### src/rtl/dma_burst_writer_if.sv
// ============================================================================
// Module   : dma_burst_writer_if
// Purpose  : AXI3 write-channel bundle (AW/W/B) between burst master and HP0.
// Revision : 1.0 - initial release
// ============================================================================
`default_nettype none

interface dma_burst_writer_if #(
  parameter int ADDR_W = 32,
  parameter int DATA_W = 64
);
  logic [ADDR_W-1:0]   awaddr;
  logic                awvalid;
  logic                awready;
  logic [3:0]          awlen;
  logic [2:0]          awsize;
  logic [1:0]          awburst;
  logic [DATA_W-1:0]   wdata;
  logic [DATA_W/8-1:0] wstrb;
  logic                wlast;
  logic                wvalid;
  logic                wready;
  logic [1:0]          bresp;
  logic                bvalid;
  logic                bready;

  modport master (
    output awaddr, awvalid, awlen, awsize, awburst,
    output wdata, wstrb, wlast, wvalid, bready,
    input  awready, wready, bresp, bvalid
  );

  modport slave (
    input  awaddr, awvalid, awlen, awsize, awburst,
    input  wdata, wstrb, wlast, wvalid, bready,
    output awready, wready, bresp, bvalid
  );
endinterface

`default_nettype wire

### src/rtl/dma_burst_writer.sv
// ============================================================================
// Module   : dma_burst_writer
// Purpose  : AXI3 INCR burst write master streaming samples into a DDR region.
// Revision : 1.0 - initial release
// ============================================================================
`default_nettype none

module dma_burst_writer #(
  parameter int ADDR_W      = 32,
  parameter int DATA_W      = 64,
  parameter int BURST_BEATS = 16,
  parameter int CNT_W       = 24,
  parameter int STOP_ON_ERR = 0
) (
  input  wire logic              aclk,
  input  wire logic              rst_i,
  input  wire logic              start_i,
  input  wire logic              abort_i,
  input  wire logic              ring_i,
  input  wire logic [ADDR_W-1:0] base_addr_i,
  input  wire logic [ADDR_W-1:0] size_bytes_i,
  input  wire logic [DATA_W-1:0] s_data_i,
  input  wire logic              s_valid_i,
  output logic                   s_ready_o,
  dma_burst_writer_if.master     m_axi,
  output logic                   busy_o,
  output logic                   done_o,
  output logic                   aborted_o,
  output logic                   error_o,
  output logic                   cfg_err_o,
  output logic                   wrap_o,
  output logic [CNT_W-1:0]       bursts_o,
  output logic [CNT_W-1:0]       errors_o
);

  localparam int BYTES       = DATA_W / 8;
  localparam int BURST_BYTES = BURST_BEATS * BYTES;
  localparam int OFF_W       = $clog2(BURST_BYTES);
  localparam int BEAT_W      = $clog2(BURST_BEATS);
  localparam logic [ADDR_W-1:0] BURST_INC = ADDR_W'(BURST_BYTES);
  localparam logic [ADDR_W-1:0] OFF_MASK  = ADDR_W'(BURST_BYTES - 1);
  localparam logic [BEAT_W-1:0] LAST_BEAT = BEAT_W'(BURST_BEATS - 1);

  generate
    if (BURST_BYTES > 4096) begin : g_bad_burst
      $error("dma_burst_writer: a burst must not cross a 4 KiB boundary");
    end
  endgenerate

  typedef enum logic [2:0] {
    ST_IDLE  = 3'd0,
    ST_ADDR  = 3'd1,
    ST_DATA  = 3'd2,
    ST_RESP  = 3'd3,
    ST_DONE  = 3'd4,
    ST_ERROR = 3'd5
  } state_t;

  state_t             state, state_n;
  logic               start_q;
  logic [ADDR_W-1:0]  base, nbursts, addr, idx;
  logic               ring;
  logic [BEAT_W-1:0]  beat;

  logic               start_edge, w_hs, last_beat, b_ok, stop_err, last_burst;
  logic [ADDR_W-1:0]  nb_in, base_in, idx_next;

  assign start_edge = start_i & ~start_q;
  assign nb_in      = size_bytes_i >> OFF_W;
  assign base_in    = base_addr_i & ~OFF_MASK;
  assign last_beat  = (beat == LAST_BEAT);
  assign w_hs       = (state == ST_DATA) && s_valid_i && m_axi.wready;
  assign b_ok       = (m_axi.bresp == 2'b00);
  assign stop_err   = !b_ok && (STOP_ON_ERR != 0);
  assign idx_next   = idx + ADDR_W'(1);
  assign last_burst = (idx_next == nbursts);

  assign m_axi.awlen   = 4'(BURST_BEATS - 1);
  assign m_axi.awsize  = 3'($clog2(BYTES));
  assign m_axi.awburst = 2'b01;
  assign m_axi.wstrb   = '1;
  assign m_axi.awaddr  = addr;

  always_ff @(posedge aclk or posedge rst_i) begin
    if (rst_i) state <= ST_IDLE;
    else       state <= state_n;
  end

  always_comb begin
    state_n         = state;
    m_axi.awvalid   = 1'b0;
    m_axi.wvalid    = 1'b0;
    m_axi.wdata     = '0;
    m_axi.wlast     = 1'b0;
    m_axi.bready    = 1'b0;
    s_ready_o       = 1'b0;
    busy_o          = 1'b0;
    done_o          = 1'b0;
    case (state)
      ST_IDLE, ST_ERROR: begin
        if (start_edge) state_n = (nb_in == '0) ? ST_DONE : ST_ADDR;
      end
      ST_DONE: begin
        done_o = 1'b1;
        if (start_edge) state_n = (nb_in == '0) ? ST_DONE : ST_ADDR;
      end
      ST_ADDR: begin
        busy_o        = 1'b1;
        m_axi.awvalid = 1'b1;
        if (m_axi.awready) state_n = ST_DATA;
      end
      ST_DATA: begin
        busy_o       = 1'b1;
        m_axi.wvalid = s_valid_i;
        m_axi.wdata  = s_data_i;
        m_axi.wlast  = last_beat;
        s_ready_o    = m_axi.wready;
        if (w_hs && last_beat) state_n = ST_RESP;
      end
      ST_RESP: begin
        busy_o       = 1'b1;
        m_axi.bready = 1'b1;
        if (m_axi.bvalid) begin
          if (stop_err)        state_n = ST_ERROR;
          else if (abort_i)    state_n = ST_DONE;
          else if (last_burst) state_n = ring ? ST_ADDR : ST_DONE;
          else                 state_n = ST_ADDR;
        end
      end
      default: state_n = ST_IDLE;
    endcase
  end

  always_ff @(posedge aclk or posedge rst_i) begin
    if (rst_i) begin
      start_q   <= 1'b0;
      base      <= '0;
      nbursts   <= '0;
      ring      <= 1'b0;
      addr      <= '0;
      idx       <= '0;
      beat      <= '0;
      bursts_o  <= '0;
      errors_o  <= '0;
      aborted_o <= 1'b0;
      error_o   <= 1'b0;
      cfg_err_o <= 1'b0;
      wrap_o    <= 1'b0;
    end else begin
      start_q <= start_i;
      wrap_o  <= 1'b0;
      case (state)
        ST_IDLE, ST_DONE, ST_ERROR: begin
          if (start_edge) begin
            base      <= base_in;
            nbursts   <= nb_in;
            ring      <= ring_i;
            addr      <= base_in;
            idx       <= '0;
            bursts_o  <= '0;
            errors_o  <= '0;
            aborted_o <= 1'b0;
            error_o   <= 1'b0;
            cfg_err_o <= (nb_in == '0);
          end
        end
        ST_ADDR: begin
          if (m_axi.awready) beat <= '0;
        end
        ST_DATA: begin
          if (w_hs) beat <= beat + BEAT_W'(1);
        end
        ST_RESP: begin
          if (m_axi.bvalid) begin
            if (b_ok) begin
              if (bursts_o != '1) bursts_o <= bursts_o + CNT_W'(1);
            end else begin
              if (errors_o != '1) errors_o <= errors_o + CNT_W'(1);
              error_o <= 1'b1;
            end
            // A failed burst is not replayed: its data has already left the stream.
            if (!stop_err) begin
              if (abort_i) begin
                aborted_o <= 1'b1;
              end else if (last_burst && ring) begin
                addr   <= base;
                idx    <= '0;
                wrap_o <= 1'b1;
              end else begin
                addr <= addr + BURST_INC;
                idx  <= idx_next;
              end
            end
          end
        end
        default: ;
      endcase
    end
  end

endmodule

`default_nettype wire

### src/flat_wrapper.sv
// flat-port wrapper written by rule: the top's interface ports become plain ports
module dma_burst_writer_flat 
#(
  parameter int ADDR_W      = 32,
  parameter int DATA_W      = 64,
  parameter int BURST_BEATS = 16,
  parameter int CNT_W       = 24,
  parameter int STOP_ON_ERR = 0
)
  (aclk, rst_i, start_i, abort_i, ring_i, base_addr_i, size_bytes_i, s_data_i, s_valid_i, s_ready_o, busy_o, done_o, aborted_o, error_o, cfg_err_o, wrap_o, bursts_o, errors_o, m_axi_awaddr, m_axi_awvalid, m_axi_awlen, m_axi_awsize, m_axi_awburst, m_axi_wdata, m_axi_wstrb, m_axi_wlast, m_axi_wvalid, m_axi_bready, m_axi_awready, m_axi_wready, m_axi_bresp, m_axi_bvalid);
  dma_burst_writer_if #(.ADDR_W(ADDR_W), .DATA_W(DATA_W)) m_axi_i ();
  input  wire logic aclk;
  input  wire logic rst_i;
  input  wire logic start_i;
  input  wire logic abort_i;
  input  wire logic ring_i;
  input  wire logic [ADDR_W-1:0] base_addr_i;
  input  wire logic [ADDR_W-1:0] size_bytes_i;
  input  wire logic [DATA_W-1:0] s_data_i;
  input  wire logic s_valid_i;
  output logic s_ready_o;
  output logic busy_o;
  output logic done_o;
  output logic aborted_o;
  output logic error_o;
  output logic cfg_err_o;
  output logic wrap_o;
  output logic [CNT_W-1:0] bursts_o;
  output logic [CNT_W-1:0] errors_o;
  output wire logic [$bits(m_axi_i.awaddr)-1:0] m_axi_awaddr;
  output wire logic [$bits(m_axi_i.awvalid)-1:0] m_axi_awvalid;
  output wire logic [$bits(m_axi_i.awlen)-1:0] m_axi_awlen;
  output wire logic [$bits(m_axi_i.awsize)-1:0] m_axi_awsize;
  output wire logic [$bits(m_axi_i.awburst)-1:0] m_axi_awburst;
  output wire logic [$bits(m_axi_i.wdata)-1:0] m_axi_wdata;
  output wire logic [$bits(m_axi_i.wstrb)-1:0] m_axi_wstrb;
  output wire logic [$bits(m_axi_i.wlast)-1:0] m_axi_wlast;
  output wire logic [$bits(m_axi_i.wvalid)-1:0] m_axi_wvalid;
  output wire logic [$bits(m_axi_i.bready)-1:0] m_axi_bready;
  input wire logic [$bits(m_axi_i.awready)-1:0] m_axi_awready;
  input wire logic [$bits(m_axi_i.wready)-1:0] m_axi_wready;
  input wire logic [$bits(m_axi_i.bresp)-1:0] m_axi_bresp;
  input wire logic [$bits(m_axi_i.bvalid)-1:0] m_axi_bvalid;
  assign m_axi_awaddr = m_axi_i.awaddr;
  assign m_axi_awvalid = m_axi_i.awvalid;
  assign m_axi_awlen = m_axi_i.awlen;
  assign m_axi_awsize = m_axi_i.awsize;
  assign m_axi_awburst = m_axi_i.awburst;
  assign m_axi_wdata = m_axi_i.wdata;
  assign m_axi_wstrb = m_axi_i.wstrb;
  assign m_axi_wlast = m_axi_i.wlast;
  assign m_axi_wvalid = m_axi_i.wvalid;
  assign m_axi_bready = m_axi_i.bready;
  assign m_axi_i.awready = m_axi_awready;
  assign m_axi_i.wready = m_axi_wready;
  assign m_axi_i.bresp = m_axi_bresp;
  assign m_axi_i.bvalid = m_axi_bvalid;
  dma_burst_writer #(.ADDR_W(ADDR_W), .DATA_W(DATA_W), .BURST_BEATS(BURST_BEATS), .CNT_W(CNT_W), .STOP_ON_ERR(STOP_ON_ERR)) u_core (.aclk(aclk), .rst_i(rst_i), .start_i(start_i), .abort_i(abort_i), .ring_i(ring_i), .base_addr_i(base_addr_i), .size_bytes_i(size_bytes_i), .s_data_i(s_data_i), .s_valid_i(s_valid_i), .s_ready_o(s_ready_o), .m_axi(m_axi_i), .busy_o(busy_o), .done_o(done_o), .aborted_o(aborted_o), .error_o(error_o), .cfg_err_o(cfg_err_o), .wrap_o(wrap_o), .bursts_o(bursts_o), .errors_o(errors_o));
endmodule
### config.mk
export PLATFORM = sky130hd
export DESIGN_NAME = dma_burst_writer_flat
export DESIGN_NICKNAME = d
export VERILOG_FILES = /design/src/rtl/dma_burst_writer_if.sv /design/src/rtl/dma_burst_writer.sv /design/src/flat_wrapper.sv
export SDC_FILE = /design/constraint.sdc
export NUM_CORES = 1
export LEC_CHECK = 0
export ABC_CLOCK_PERIOD_IN_PS = 7100
export CAP_MARGIN = 20
export CORE_MARGIN = 5
export CORE_UTILIZATION = 48
export DETAILED_ROUTE_END_ITERATION = 7
export GPL_ROUTABILITY_DRIVEN = 0
export PLACE_DENSITY = 0.88
export SYNTH_ARGS = -nofsm -noshare
export SYNTH_HDL_FRONTEND = slang
export SYNTH_SLANG_ARGS = --single-unit
### constraint.sdc
create_clock -name aclk -period 7.1 [get_ports aclk]
set_clock_uncertainty 0.05 [all_clocks]
set_input_delay 0.71 -clock aclk [delete_from_list [all_inputs] [get_ports aclk]]
set_output_delay 0.71 -clock aclk [all_outputs]
set_load 0.01 [all_outputs]
==> metrics <==
Cell Area, Synth=10,210 µm²; core area=20,960 µm²; Mean Syn Cell Area=8.521 µm²; layout cells sized above 1=0.04372; most frequent cell after synthesis=nand2_1; initial core utilization=0.4872; origin of the critical flop-to-flop path=u_core.idx[0]; Via Count=9,726; met2 Resource Use GR=0.4075; First DRT Iteration DRCs=943; antenna violations before repair=2; cts hold-fix bufs=0; Ports=311; DR pass1 iterations=7; Post-CTS Resized=0; Synth top cells by count=nand2_1, dfrtp_1, nor2_1; CTS tree=built; CTS H-Tree Depth=4; Post-CTS Setup Repair Bufs=0; ys flop type=dfrtp_1; Final Core Density=0.6461; synth warn=0; critical-path maximum fanout=31; global-route wire length before repair=50.63 mm; max cap viols=0; Post-DRT Antenna Nets=0; crit-path most repeated cell=nand2_1; GRT overflow=0; TritonCTS Sinks=168; busiest grt layer=met2; average wire per standard cell=18.47 µm; Core Rows=53; critical path endpoint category=flip-flop; Die ar.=24,280 µm²; PD cells=274.0 nW/µm²; Hold Crit Start=u_core.base[30]; largest net degree at the start of global routing=114; f_max=0.2185 GHz; CP Launch Type=flip-flop; DIE HEIGHT=155.8 µm; Async S/R FF share, synth=1.000; EDFF count, synth=0; final WL=31.72 mm; Port Buffers=272; top post-synthesis cells by area=dfrtp_1, nand2_1, and2_1; cell taking the most area after synthesis=dfrtp_1; Gate Count Post-Synth=1,198; clock root buffer=clkbuf_16; clock latency at the later pin of the worst-skew pair=0.43 ns; Worst-Margin Slew=1.092 ns; synthesis-to-finish area growth=32.63%; number of remaining DRC errors=0; Leakage=5.952 nW; CP required=7.37 ns; Slew headroom=0.2705; All-Layer GR Usage=0.2572; Max IR drop VDD=0.1723 mV; CP max stage delay=0.87 ns; RSZ-0062 raised after global routing=false; critical path type=reg -> reg; Critical Path AT=4.84 ns; M1 GR Usage=0.3463; Final setup viols=0; fin nets=1,572; vias per std cell=5.665; Longest Clk Path Bufs=2; hold crit path type=reg -> reg; die width=155.8 µm; critical path cell sequence=ha_1, and2_1, nand2_1, nor4_1, nand4b_1, a221oi_1, nand4_1, buf_4, nand2_1, o21ai_1, a22o_1; crit path launch=u_core.idx[0]; Detailed Place HPWL=22.68 mm; number of global-route vias before repair=9,566; count of different cell masters after synthesis=69; Num CTS Buffers=17; CP max-delay cell=nand2_1; sequential share of the synthesized area=0.4118; post-synthesis register bit count=168; CTS clk-pin slew, worst paths=0.06 ns; met3 Resource Use GR=0.06630; Tcrit/Tclk final=0.6446; fin crit period=4.577 ns; pins over their slew limit=0; Fin Setup TNS=0 ns; top-area cell type share of the netlist area=0.4118; Hold Vio Cnt, Final=0; status=finished clean
==> placed cells by master (no fill, tap or decap), types with 4 or more instances in the layout <==
cell	synthesis	layout
a21oi_1	37	37
clkbuf_16	0	17
a31oi_1	11	11
or3_1	20	20
nand4_1	29	29
nor2_1	85	84
o21ai_0	40	40
nor3b_1	9	8
clkdlybuf4s50_1	0	272
nand3_1	64	63
conb_1	2	24
nand2_1	234	234
inv_1	22	21
nor4_1	18	18
and2_1	77	77
nand2b_1	5	5
o31ai_1	8	8
dfrtp_1	168	168
buf_4	26	9
and4_1	11	11
xnor2_1	46	46
or4_1	4	4
a21o_1	16	16
and3_1	18	17
a22oi_1	4	4
nor3_1	18	18
inv_6	0	4
xor2_1	43	43
a22o_1	4	4
nor2b_1	7	7
mux2i_1	29	29
ha_1	5	5
o211ai_1	24	24
==> cell type report <==
type,instances,area [µm²]
fillers,1699,7416
multi-input cells,936,5512
flip-flops and latches,168,4204
repair buffers,282,2818
clock buffers,23,478.0
well taps,275,344.1
inverters,23,91.34
clock inverters,9,90.09
diodes,1,2.502
==> per-layer routing <==
layer	up-vias	routed length, µm	share of wire
met2	379	15260	0.48
met1	4736	13190	0.42
li1	4538	-	-
met4	2	807	0.025
met3	71	2446	0.077
met5	-	13	0.00041
==> power by group <==
part           internal [mW]  total [mW]  switching (mW)
sequential              1.19        1.44           0.249
combinational          0.651        1.37           0.715
clock                  0.514       0.907           0.393
total                   2.35        3.71            1.36
==> path summary, 6_finish.rpt <==
check                                   to  slack [ns]  depth (start not counted)
max                         u_core.idx[21]        2.52                         11
min                        u_core.base[30]        0.42                          2
max reg2reg                 u_core.idx[21]        2.52                         11
min reg2reg                u_core.base[30]        0.42                          2
max in group asynchronous    u_core.idx[2]        5.01                          4
min in group asynchronous  u_core.base[23]        0.52                          2
==> sequential cells by signal, indices dropped and copies added (netlist names) <==
name and count:
u_core.aborted_o 1, u_core.base 25, u_core.beat 4, u_core.bursts_o 24
u_core.cfg_err_o 1, u_core.error_o 1, u_core.errors_o 24, u_core.idx 32
u_core.m_axi.awaddr 25, u_core.nbursts 25, u_core.ring 1, u_core.start_q 1
u_core.state 3, u_core.wrap_o 1
==> logic make-up (layout without fill, tap and decap cells) <==
logic type      count (synthesis)  after routing  synth area share
mux                            30             30           0.02954
compound gates                171            171            0.1126
flops                         168            168            0.4118
xor+xnor                       89             89           0.07636
other cells                     2             25         0.0007357
simple gates                  617            617            0.3047
fa+ha+maj                       5              5          0.006128
buf+inv                       116            337           0.05809
==> critical path: cells and delay by family (launching register included) <==
kind / cells / cell delay [ns]
flip-flops: 1 / 0.45
adder cells (fa/ha/maj): 1 / 0.33
AO/OA/AOI/OAI: 3 / 0.79
AND/OR/NAND/NOR: 6 / 2.52
buffers and inverters: 1 / 0.30
==> per-stage QoR <==
stage / hold WS (ns) / area [µm²] / std cells / power [mW] / worst slack (ns)
after floorplan: 0.3876 / 10290 / 1220 / 2.197 / 1.793
after global placement: 0.4007 / 12930 / 1682 / 2.735 / 2.907
final: 0.4207 / 13540 / 1717 / 3.709 / 2.523
after global routing: 0.4369 / 13540 / 1716 / 3.919 / 2.347
after detailed placement: 0.4055 / 12930 / 1682 / 2.790 / 2.768
after CTS: 0.4206 / 13500 / 1714 / 3.707 / 2.738
Note: power is estimated with default switching activity, not from simulation.
